**config.mk**
```make
export PLATFORM = sky130hd
export DESIGN_NAME = rx_packet_assembler_flat
export DESIGN_NICKNAME = d
export VERILOG_FILES = /design/src/rtl/rx_packet_assembler_pkg.sv /design/src/rtl/rx_packet_assembler_if.sv /design/src/rtl/rx_asm_fifo.sv /design/src/rtl/rx_packet_assembler.sv /design/src/flat_wrapper.sv
export SDC_FILE = /design/constraint.sdc
export NUM_CORES = 1
export LEC_CHECK = 0
export CORE_MARGIN = 2
export CORE_UTILIZATION = 30
export DETAILED_ROUTE_END_ITERATION = 8
export DONT_BUFFER_PORTS = 1
export GPL_ROUTABILITY_DRIVEN = 0
export GPL_TIMING_DRIVEN = 0
export PLACE_DENSITY = 0.41
export SKIP_CTS_REPAIR_TIMING = 1
export SLEW_MARGIN = 20
export SYNTH_ARGS = -nofsm -noshare
export SYNTH_HDL_FRONTEND = slang
export SYNTH_HIERARCHICAL = 1
export SYNTH_SLANG_ARGS = --single-unit
```
**constraint.sdc**
```tcl
create_clock -name clk -period 18.1 [get_ports clk]
set_input_delay 3.62 -clock clk [delete_from_list [all_inputs] [get_ports clk]]
set_output_delay 3.62 -clock clk [all_outputs]
set_load 0.02 [all_outputs]
```
**src/rtl/rx_packet_assembler_pkg.sv**
```systemverilog
// Shared crossbar packet types and the assembler FSM encoding.
package rx_packet_assembler_pkg;

  localparam int unsigned ports        = 4;
  localparam int unsigned packet_width = 8;

  typedef logic [packet_width-1:0] packet_t;

  typedef struct packed {
    packet_t header;
    packet_t payload;
  } full_packet_t;

  typedef enum logic [0:0] {
    StHdrWait,
    StPayWait
  } asm_state_e;

endpackage

```
**src/rtl/rx_packet_assembler_if.sv**
```systemverilog
// Receiver-side byte bus and record output handshake of the packet assembler.
interface rx_packet_assembler_if #(
  parameter int unsigned PORTS = rx_packet_assembler_pkg::ports,
  parameter int unsigned PKT_W = rx_packet_assembler_pkg::packet_width,
  parameter int unsigned DEPTH = 8
);

  logic                         byte_valid;
  logic                         header_phase;
  logic [PORTS*PKT_W-1:0]       rx_data;
  logic                         out_valid;
  logic                         out_ready;
  logic [2*PORTS*PKT_W-1:0]     out_data;
  logic [$clog2(DEPTH+1)-1:0]   count;

  modport slave (
    input  byte_valid, header_phase, rx_data, out_ready,
    output out_valid, out_data, count
  );

  modport master (
    output byte_valid, header_phase, rx_data, out_ready,
    input  out_valid, out_data, count
  );

endinterface

```
**src/rtl/rx_asm_fifo.sv**
```systemverilog
// First-word-fall-through FIFO; data_o reads zero while empty. Depth must be a power of 2.
module rx_asm_fifo #(
  parameter int unsigned Width = 16,
  parameter int unsigned Depth = 8
) (
  input  logic                       clk,
  input  logic                       rst,
  input  logic                       push_i,
  input  logic [Width-1:0]           data_i,
  input  logic                       pop_i,
  output logic [Width-1:0]           data_o,
  output logic [$clog2(Depth+1)-1:0] count_o,
  output logic                       full_o,
  output logic                       empty_o
);

  localparam int unsigned AddrW = $clog2(Depth);
  localparam int unsigned CntW  = $clog2(Depth+1);

  logic [Width-1:0] mem_q [Depth];
  logic [AddrW-1:0] rd_ptr_q, rd_ptr_d, wr_ptr_q, wr_ptr_d;
  logic [CntW-1:0]  count_q, count_d;
  logic             do_push, do_pop;

  always_comb begin
    empty_o  = (count_q == '0);
    full_o   = (count_q == CntW'(Depth));
    do_pop   = pop_i && !empty_o;
    // A full FIFO still accepts a write when the head leaves in the same cycle.
    do_push  = push_i && (!full_o || do_pop);
    rd_ptr_d = do_pop  ? rd_ptr_q + AddrW'(1) : rd_ptr_q;
    wr_ptr_d = do_push ? wr_ptr_q + AddrW'(1) : wr_ptr_q;
    count_d  = count_q + CntW'(do_push) - CntW'(do_pop);
    data_o   = empty_o ? '0 : mem_q[rd_ptr_q];
    count_o  = count_q;
  end

  always_ff @(posedge clk or posedge rst) begin
    if (rst) begin
      rd_ptr_q <= '0;
      wr_ptr_q <= '0;
      count_q  <= '0;
    end else begin
      rd_ptr_q <= rd_ptr_d;
      wr_ptr_q <= wr_ptr_d;
      count_q  <= count_d;
    end
  end

  always_ff @(posedge clk) begin
    if (do_push) mem_q[wr_ptr_q] <= data_i;
  end

endmodule

```
**src/rtl/rx_packet_assembler.sv**
```systemverilog
// Pairs per-port header/payload bytes into records and queues them in an FWFT FIFO.
// Optional macro RX_ASM_ERR_CNT_EN adds a saturating err_cnt output.
module rx_packet_assembler
  import rx_packet_assembler_pkg::*;
#(
  parameter int unsigned PORTS = ports,
  parameter int unsigned PKT_W = packet_width,
  parameter int unsigned DEPTH = 8
) (
  input  logic                  clk,
  input  logic                  rst,
  rx_packet_assembler_if.slave  bus,
  output logic                  overflow,
`ifdef RX_ASM_ERR_CNT_EN
  output logic [7:0]            err_cnt,
`endif
  output logic                  sync_err
);

  localparam int unsigned RecW = 2*PORTS*PKT_W;

  asm_state_e             state_q, state_d;
  logic [PORTS*PKT_W-1:0] hdr_q, hdr_d;
  logic                   sync_err_q, sync_err_d;
  logic                   overflow_q, overflow_d;
  logic                   push, pop, drop, full, empty;
  logic [RecW-1:0]        rec;

  always_comb begin
    rec = '0;
    for (int i = 0; i < int'(PORTS); i++) begin
      rec[i*2*PKT_W +: 2*PKT_W] = {hdr_q[i*PKT_W +: PKT_W], bus.rx_data[i*PKT_W +: PKT_W]};
    end
  end

  always_comb begin
    state_d    = state_q;
    hdr_d      = hdr_q;
    sync_err_d = 1'b0;
    push       = 1'b0;
    if (bus.byte_valid) begin
      unique case (state_q)
        StHdrWait: begin
          if (bus.header_phase) begin
            hdr_d   = bus.rx_data;
            state_d = StPayWait;
          end else begin
            sync_err_d = 1'b1;
          end
        end
        StPayWait: begin
          if (bus.header_phase) begin
            hdr_d      = bus.rx_data;
            sync_err_d = 1'b1;
          end else begin
            push    = 1'b1;
            state_d = StHdrWait;
          end
        end
        default: state_d = StHdrWait;
      endcase
    end
    pop        = !empty && bus.out_ready;
    drop       = push && full && !pop;
    overflow_d = overflow_q | drop;
  end

  always_ff @(posedge clk or posedge rst) begin
    if (rst) begin
      state_q    <= StHdrWait;
      hdr_q      <= '0;
      sync_err_q <= 1'b0;
      overflow_q <= 1'b0;
    end else begin
      state_q    <= state_d;
      hdr_q      <= hdr_d;
      sync_err_q <= sync_err_d;
      overflow_q <= overflow_d;
    end
  end

  rx_asm_fifo #(
    .Width (RecW),
    .Depth (DEPTH)
  ) u_fifo (
    .clk     (clk),
    .rst     (rst),
    .push_i  (push),
    .data_i  (rec),
    .pop_i   (pop),
    .data_o  (bus.out_data),
    .count_o (bus.count),
    .full_o  (full),
    .empty_o (empty)
  );

  assign bus.out_valid = !empty;
  assign overflow      = overflow_q;
  assign sync_err      = sync_err_q;

`ifdef RX_ASM_ERR_CNT_EN
  logic [7:0] err_cnt_q, err_cnt_d;

  // Framing errors never coincide with a push, so at most one event per cycle.
  always_comb begin
    err_cnt_d = err_cnt_q;
    if ((sync_err_d || drop) && (err_cnt_q != 8'hFF)) err_cnt_d = err_cnt_q + 8'd1;
  end

  always_ff @(posedge clk or posedge rst) begin
    if (rst) err_cnt_q <= '0;
    else     err_cnt_q <= err_cnt_d;
  end

  assign err_cnt = err_cnt_q;
`endif

endmodule

```
**src/flat_wrapper.sv**
```systemverilog
// flat-port wrapper written by rule: the top's interface ports become plain ports
module rx_packet_assembler_flat import rx_packet_assembler_pkg::*;
#(
  parameter int unsigned PORTS = ports,
  parameter int unsigned PKT_W = packet_width,
  parameter int unsigned DEPTH = 8
)
  (clk, rst, overflow, sync_err, bus_byte_valid, bus_header_phase, bus_rx_data, bus_out_ready, bus_out_valid, bus_out_data, bus_count);
  rx_packet_assembler_if #(.PORTS(PORTS), .PKT_W(PKT_W), .DEPTH(DEPTH)) bus_i ();
  input  logic clk;
  input  logic rst;
  output logic overflow;
  output logic sync_err;
  input wire logic [$bits(bus_i.byte_valid)-1:0] bus_byte_valid;
  input wire logic [$bits(bus_i.header_phase)-1:0] bus_header_phase;
  input wire logic [$bits(bus_i.rx_data)-1:0] bus_rx_data;
  input wire logic [$bits(bus_i.out_ready)-1:0] bus_out_ready;
  output wire logic [$bits(bus_i.out_valid)-1:0] bus_out_valid;
  output wire logic [$bits(bus_i.out_data)-1:0] bus_out_data;
  output wire logic [$bits(bus_i.count)-1:0] bus_count;
  assign bus_i.byte_valid = bus_byte_valid;
  assign bus_i.header_phase = bus_header_phase;
  assign bus_i.rx_data = bus_rx_data;
  assign bus_i.out_ready = bus_out_ready;
  assign bus_out_valid = bus_i.out_valid;
  assign bus_out_data = bus_i.out_data;
  assign bus_count = bus_i.count;
  rx_packet_assembler #(.PORTS(PORTS), .PKT_W(PKT_W), .DEPTH(DEPTH)) u_core (.clk(clk), .rst(rst), .bus(bus_i), .overflow(overflow), .sync_err(sync_err));
endmodule
```
==> impl_metrics.ini, run 1 <==
[status]
status = finished, final reports clean

[logic_synthesis]
syn-cell-area_sq_um = 21100
yosys.area.top_type = edfxtp_1
synth_fp_nets = 934
yosys_warnings = 6
synth_flop_cell = edfxtp_1
ys_async_sr_fraction = 0.0808
synthDistinctLibCells = 39
synth_top_area_frac = 0.727
synth_most_common_cell = edfxtp_1
ys_top_cells_by_area = edfxtp_1, mux4_2, dfrtp_1
synth.avg_cell_area_sq_um = 23.8
synthCells = 888
synth_edf_count = 512
yosysSeqAreaShare = 0.781
synth_common_cells = edfxtp_1, mux4_2, a22o_1
ys_seq_elements = 557

[routing]
routedWlPerCell_um = 25.4
dr.first_iter.drc_count = 602
vias_per_cell = 4.71
drc = 0
finalWirelength_um = 51100
ant_nets = 0
dr.pass1.iters = 4
vias = 9461

[die]
rows = 97
fp.dieW_um = 269
pin_count = 108
die-area_sq_um = 72600
initial_core_util = 0.302
die_h_um = 269
core_area_sq_um = 69900

[cts]
clkTransAtPathRegs_ns = 0.05
cts_tree = yes
clockRootBuffer = clkbuf_16
htreeDepth = 2
insertion_delay_ns = 0.62
clk_path_buf_depth = 3
cts_buffers = 60
clock-sinks = 557

[timing]
finalSetupViolations = 0
max_freq_ghz = 0.140
hold_ws_ns = 0.529
fin_skew_ns = 0.0285
hold_viol_final = 0
finalWorstSetupSlack_ns = 10.96
fin_crit_ns = 7.14
slew-limit-headroom = 0.417
period_share = 0.394
tns_ns = 0
slew_violations = 0
tightest_slew_ns = 0.875
rsz0062_at_grt = false

[worst_setup_path]
crit_path_end_kind = output pin
worstPathArrival_ns = 3.52
criticalPathCategory = reg2out
r2r_start = u_core/u_fifo/count_o[2]
critPathLaunchType = register
crit_start = u_core/u_fifo/count_o[2]
crit_fanout = 10
r2r_slack_ns = 14.51
required_ns = 14.48

[power_and_ir_drop]
leakagePower_nw = 8.31
share_clk_of_total_power = 0.320
max-vdd-ir-drop_mv = 0.0822
powerDensity_nw_per_um2 = 156
swShare = 0.315
power.internal_w = 0.00268
pwr-share-seq = 0.394
power.total_w = 0.00392
p_sw_w = 0.00124
combPwrFrac = 0.286

[final_layout]
register_area_sq_um = 16500
multi_input_area_sq_um = 4360
stdcell_count = 2010
antenna_cells = 0
nets = 1064
fillers = 6473
drive_above_1_share = 0.343
area_growth_syn_to_layout_pct = 18.7

[min_path]
min_path_type = reg2reg
worstHoldStart = u_core/u_fifo/rd_ptr_q[2]

[grt]
grt_pass1_wl_um = 74900
grt.overflow.total = 0
grt_pass1_vias = 10300
antenna_found_initial = 0
grt_max_degree = 23
grt.total_usage = 0.141

[place]
dp_hpwl_um = 32900
portBuffers = 0
dp_worst_setup_slack_ns = 11.50
dp_cells = 1896

[flow_run]
maxCapViolCount = 0
-- power by group through the flow --
stage | clock network (W) | logic [W] | registers (W)
2_1_floorplan | 0 | 0.000822 | 0.00156
3_3_place_gp | 0 | 0.00114 | 0.00158
3_5_place_dp | 0 | 0.00116 | 0.00157
4_1_cts | 0.00130 | 0.00116 | 0.00155
5_1_grt | 0.00134 | 0.00120 | 0.00155
6_report | 0.00125 | 0.00112 | 0.00155
-- kinds of logic (layout without fill, tap and decap cells) --
family,after synthesis,count (layout),share of synthesized area
AOI/OAI and AO/OA,71,71,0.0288
adders and majority gates,9,9,0.00568
muxes,163,163,0.160
xor gates and xnor gates,6,6,0.00249
and+or+nand+nor,26,26,0.00698
DFF,557,557,0.781
buffers and inverters,56,238,0.0154
-- path summary, 6_finish.rpt --
| kind | end | cells after the start |
|---|---|---|
| min in group asynchronous | u_core/hdr_q[27] | 1 |
| min | u_core/u_fifo/rd_ptr_q[2] | 1 |
| max reg2reg | u_core/u_fifo/mem_q[0][23] | 13 |
| min reg2reg | u_core/u_fifo/rd_ptr_q[2] | 1 |
| max in group asynchronous | u_core/hdr_q[12] | 2 |
| max | bus_out_data[51] | 7 |
-- stage by stage --
step	instance area, sq um	util
floorplan	21100	-
global placement	22300	0.319
detailed placement	23000	0.330
CTS	25100	0.359
global route	25100	0.359
finish	25100	0.359
-- critical path, stage by stage (launching register included) --
cell and delay, ns:
dfrtp_1 0.46, inv_1 0.12, ha_1 0.24, or3b_4 0.26, inv_2 0.05, nor2_2 0.65
clkbuf_1 0.63, a22o_1 0.47
-- cell usage in the layout (no fill, tap or decap), types with 5 or more instances in the layout --
cell type  netlist  routed
edfxtp_1       512     512
mux4_2         128     128
a22o_1          64      64
clkbuf_16        0      61
dfrtp_1         45      45
buf_4           11      45
mux2_4          29      29
clkbuf_1         9      26
buf_2           11      22
buf_6            8      20
clkbuf_8         0      13
inv_1           11      10
clkinv_2         0       9
buf_12           0       9
ha_1             8       8
bufinv_16        0       6
clkinv_1         0       5
xnor2_1          5       5
buf_1            5       5
-- metal layers --
layer / vias up / part of all wire / global-route usage / wire [um]
met2: 162 / 0.48 / 0.224 / 24400
met1: 5192 / 0.45 / 0.195 / 23200
met4: 0 / 0.017 / 0.0341 / 885
li1: 4046 / - / - / -
met3: 61 / 0.051 / 0.0353 / 2600
met5: - / 0 / 0 / 0
-- flip-flops by register name, summed over array words and instances (netlist names) --
name                    flops
u_core/overflow             1
u_core/hdr_q               32
u_core/sync_err             1
u_core/u_fifo/rd_ptr_q      3
u_core/u_fifo/count_o       4
u_core/u_fifo/mem_q       512
u_core/state_q              1
u_core/u_fifo/wr_ptr_q      3
-- final cells by class --
type,instances,share of cell area
Buffer,44,0.0112
Clock buffer,91,0.0705
Clock inverter,23,0.0108
Inverter,12,0.00190
Multi-Input combinational cell,275,0.174
Sequential cell,557,0.658
Tap cell,940,0.0469
Timing Repair Buffer,68,0.0271
(Power assumes the default switching activity.)
==> run 2, diff against run 1 <==
--- a/config.mk
+++ b/config.mk
@@ -11,7 +11,7 @@
 export DONT_BUFFER_PORTS = 1
 export GPL_ROUTABILITY_DRIVEN = 0
 export GPL_TIMING_DRIVEN = 0
-export PLACE_DENSITY = 0.41
+export PLACE_DENSITY = 0.42
 export SKIP_CTS_REPAIR_TIMING = 1
 export SLEW_MARGIN = 20
 export SYNTH_ARGS = -nofsm -noshare
==> constraint.sdc (replaced) <==
create_clock -name clk -period 6.11 [get_ports clk]
set_input_delay 1.222 -clock clk [delete_from_list [all_inputs] [get_ports clk]]
set_output_delay 1.222 -clock clk [all_outputs]
set_load 0.02 [all_outputs]
==> impl_metrics.ini, run 2 (synthesized netlist as in run 1, its figures left out) <==
[status]
status = finished, final reports clean

[final_layout]
nets = 1066
area_growth_syn_to_layout_pct = 19.6
antenna_cells = 0
final_area_sq_um = 25300
stdcell_count = 2006
largest_reg_flops = 512
register_area_sq_um = 16500
multi_input_area_sq_um = 4380
final_cell_mix = edfxtp_1, mux4_2, clkbuf_16
top_register = u_core/u_fifo/mem_q
final_common_cell = edfxtp_1
drive_above_1_share = 0.327
fillers = 6461

[worst_setup_path]
path_cells = inv_1 > ha_1 > or3b_4 > inv_2 > nor2_2 > clkbuf_1 > a22o_1
crit_fanout = 10
slowest_delay_ns = 0.71
criticalPathCategory = reg2out
worstPathArrival_ns = 3.56
critPathLaunchType = register
required_ns = 4.89
crit_path_end_kind = output pin
cp_slowest_cell = nor2_2

[routing]
routedWlPerCell_um = 25.3
vias_per_cell = 4.72
ant_nets = 0
finalWirelength_um = 50700
dr.first_iter.drc_count = 594
drc = 0
dr.pass1.iters = 4
vias = 9472

[place]
dp_hpwl_um = 33500
dp_cells = 1892
portBuffers = 0
place_area_sq_um = 23300

[cts]
insertion_delay_ns = 0.58
htreeDepth = 3
clk_path_buf_depth = 3
cts_buffers = 66
clockRootBuffer = clkbuf_16
clock-sinks = 557
clkTransAtPathRegs_ns = 0.06
cts_tree = yes

[power_and_ir_drop]
powerDensity_nw_per_um2 = 457
max-vdd-ir-drop_mv = 0.188
leakagePower_nw = 8.31

[timing]
hold_ws_ns = 0.507
period_share = 0.782
slew-limit-headroom = 0.370
slew_violations = 0
fin_skew_ns = 0.0168
finalSetupViolations = 0
tns_ns = 0
hold_viol_final = 0
tightest_slew_ns = 0.944
max_freq_ghz = 0.209
fin_crit_ns = 4.78
rsz0062_at_grt = false

[die]
pin_count = 108
fp.dieW_um = 269
rows = 97
die_h_um = 269
core_area_sq_um = 69900
die-area_sq_um = 72600
initial_core_util = 0.302

[grt]
grt_pass1_vias = 10300
antenna_found_initial = 0
grt.total_usage = 0.142
grt_max_degree = 19
grt_pass1_wl_um = 75000
grt.overflow.total = 0

[flow_run]
maxCapViolCount = 0

[min_path]
min_path_type = in2async
[run 2: changes by cell type in the layout (fill, tap and decap cells not counted), sizes merged]
cell / previous run / this run
inv: 14 / 13
clkinv: 15 / 5
buf: 103 / 99
clkbuf: 100 / 115
clkinvlp: 0 / 1
bufinv: 6 / 1
[run 2: metrics by stage]
step / power, W / worst slack [ns] / utilization
after floorplan: 0.00705 / -0.679 / -
after global placement: 0.00804 / -6.79 / 0.319
after detailed placement: 0.00811 / 1.89 / 0.333
after CTS: 0.0118 / 1.22 / 0.362
after global routing: 0.0121 / 1.16 / 0.362
final: 0.0116 / 1.33 / 0.362
[run 2: critical path, delay by kind of cell (launching register included)]
family / cells / cell delay (ns)
flip-flops: 1 / 0.47
adder cells (fa/ha/maj): 1 / 0.22
AND/OR/NAND/NOR: 2 / 0.96
AO/OA/AOI/OAI: 1 / 0.47
buffers and inverters: 3 / 0.85
[run 2: worst paths after layout]
kind	to	depth (start not counted)	slack [ns]	from
setup reg to reg	u_core/u_fifo/mem_q[4][39]	12	2.34	u_core/u_fifo/count_o[2]
setup / recovery	bus_out_data[9]	7	1.33	u_core/u_fifo/count_o[2]
hold reg to reg	u_core/u_fifo/rd_ptr_q[2]	1	0.52	u_core/u_fifo/rd_ptr_q[2]
min in group clk	u_core/u_fifo/rd_ptr_q[2]	1	0.52	u_core/u_fifo/rd_ptr_q[2]
hold / removal	u_core/hdr_q[29]	1	0.51	rst
max in group asynchronous	u_core/hdr_q[11]	2	5.10	rst
[run 2: cell type report]
type                    count  area share
flip-flops and latches    557       0.653
multi-input cells         275       0.173
clock buffers             106      0.0766
well taps                 940      0.0465
repair buffers             64      0.0356
plain buffers              44      0.0111
clock inverters             8     0.00262
inverters                  12     0.00188
[run 2: per-layer routing]
| metal | wire [um] | up-vias | global-route usage |
|---|---|---|---|
| li1 | - | 4053 | - |
| met1 | 22400 | 5160 | 0.190 |
| met2 | 24400 | 204 | 0.228 |
| met3 | 3030 | 55 | 0.0388 |
| met4 | 835 | 0 | 0.0420 |
| met5 | 0 | - | 0 |
[run 2: report_power, final]
group / internal, W / switching, W
combinational: 0.00131 / 0.00201
clock: 0.00220 / 0.00146
sequential: 0.00441 / 0.000175
total: 0.00792 / 0.00364
==> run 3, diff against run 2 <==
==> constraint.sdc (replaced) <==
create_clock -name clk -period 3.9 [get_ports clk]
set_input_delay 0.78 -clock clk [delete_from_list [all_inputs] [get_ports clk]]
set_output_delay 0.78 -clock clk [all_outputs]
set_load 0.02 [all_outputs]
==> impl_metrics.ini, run 3 (synthesized netlist as in run 1, its figures left out) <==
[cts]
htreeDepth = 2
clkTransAtPathRegs_ns = 0.06
clock-sinks = 557
clk_path_buf_depth = 3
cts_tree = yes
clockRootBuffer = clkbuf_16
cts_buffers = 60
insertion_delay_ns = 0.63

[die]
pin_count = 108
rows = 97
core_area_sq_um = 69900
fp.dieW_um = 269
die-area_sq_um = 72600
initial_core_util = 0.302
die_h_um = 269

[final_layout]
area_growth_syn_to_layout_pct = 19.6
fillers = 6424
nets = 1045
antenna_cells = 0
drive_above_1_share = 0.342
fin_util = 0.362
final_cell_mix = edfxtp_1, mux4_2, a22o_1
top_register = u_core/u_fifo/mem_q
final_area_sq_um = 25300
final_common_cell = edfxtp_1
largest_reg_flops = 512

[power_and_ir_drop]
combPwrFrac = 0.289
max-vdd-ir-drop_mv = 0.330
share_clk_of_total_power = 0.314
p_sw_w = 0.00578
swShare = 0.319
leakagePower_nw = 8.29
power.internal_w = 0.0123
pwr-share-seq = 0.397
powerDensity_nw_per_um2 = 717

[place]
place_area_sq_um = 23300
portBuffers = 0
dp_hpwl_um = 32100

[worst_setup_path]
crit_path_end_kind = output pin
required_ns = 3.12
crit_fanout = 10
criticalPathCategory = reg2out
critPathLaunchType = register
r2r_start = u_core/u_fifo/count_o[2]
worstPathArrival_ns = 2.95
crit_start = u_core/u_fifo/count_o[2]

[grt]
grt_max_degree = 20
grt.overflow.total = 0
grt.total_usage = 0.140
antenna_found_initial = 0
grt_pass1_wl_um = 74000
grt_pass1_vias = 10200

[timing]
tightest_slew_ns = 0.905
slew-limit-headroom = 0.394
fin_skew_ns = 0.0306
fin_crit_ns = 3.73
finalSetupViolations = 0
slew_violations = 0
rsz0062_at_grt = false
hold_viol_final = 0
period_share = 0.955
max_freq_ghz = 0.268

[routing]
finalWirelength_um = 50200
dr.pass1.iters = 4
routedWlPerCell_um = 25.2
vias = 9313
dr.first_iter.drc_count = 525
vias_per_cell = 4.68
drc = 0
ant_nets = 0

[flow_run]
maxCapViolCount = 0

[status]
status = finished, final reports clean

[min_path]
min_path_type = in2async
[run 3: changes by cell type in the layout (fill, tap and decap cells not counted), sizes merged]
cell / change
dlygate4sd3: +1
clkinv: +21
clkbuf: -29
inv: +2
buf: -16
clkinvlp: +1
bufinv: +5
[run 3: metal layers]
layer / track usage / vias to the layer above / share of wire
met1: 0.187 / 5068 / 0.44
met5: 0 / - / 0
li1: - / 4010 / -
met3: 0.0355 / 63 / 0.056
met4: 0.0323 / 0 / 0.016
met2: 0.230 / 172 / 0.49
[run 3: critical path: stages (launching register included)]
cell and delay, ns:
dfrtp_2 0.43, inv_2 0.08, ha_4 0.18, or3b_4 0.26
inv_4 0.06, nor2_4 0.43, clkbuf_2 0.41, a22o_1 0.45
[run 3: worst paths after layout]
path / end / slack (ns) / cells past startpoint
min in group clk: u_core/u_fifo/mem_q[0][3] / 0.24 / 0
setup reg to reg: u_core/u_fifo/mem_q[4][36] / 0.49 / 12
hold / removal: u_core/u_fifo/count_o[0] / 0.04 / 1
hold reg to reg: u_core/state_q / 0.55 / 2
setup / recovery: bus_out_data[52] / 0.17 / 7
max in group asynchronous: u_core/hdr_q[13] / 2.75 / 3
[run 3: layout make-up]
cell class	instances	area [sq um]	share of cell area
sequential	557	16500	0.653
buffer	44	287	0.0113
clock inverter	37	335	0.0133
clock buffer	77	1650	0.0651
multi-input combinational	275	4440	0.176
inverter	12	50.0	0.00198
tap	940	1180	0.0465
timing repair buffer	49	842	0.0333
[run 3: metrics by stage]
step           hold WS [ns]  power, W  worst slack, ns  cells  setup TNS, ns
2_1_floorplan         0.485    0.0111           -0.718    888        -252.61
3_3_place_gp          0.499    0.0126            -4.23   1828       -1894.11
3_5_place_dp          0.507    0.0127            0.300   1876              0
4_1_cts            -0.00878    0.0185           -0.388   1990         -15.08
5_1_grt              0.0414    0.0190           0.0621   1991              0
6_report             0.0399    0.0181            0.175   1991              0
[run 3: power groups by stage]
stage	logic, W	registers, W	clock network [W]
2_1_floorplan	0.00385	0.00724	0
3_3_place_gp	0.00529	0.00733	0
3_5_place_dp	0.00542	0.00732	0
4_1_cts	0.00543	0.00720	0.00588
5_1_grt	0.00561	0.00724	0.00613
6_report	0.00523	0.00719	0.00570
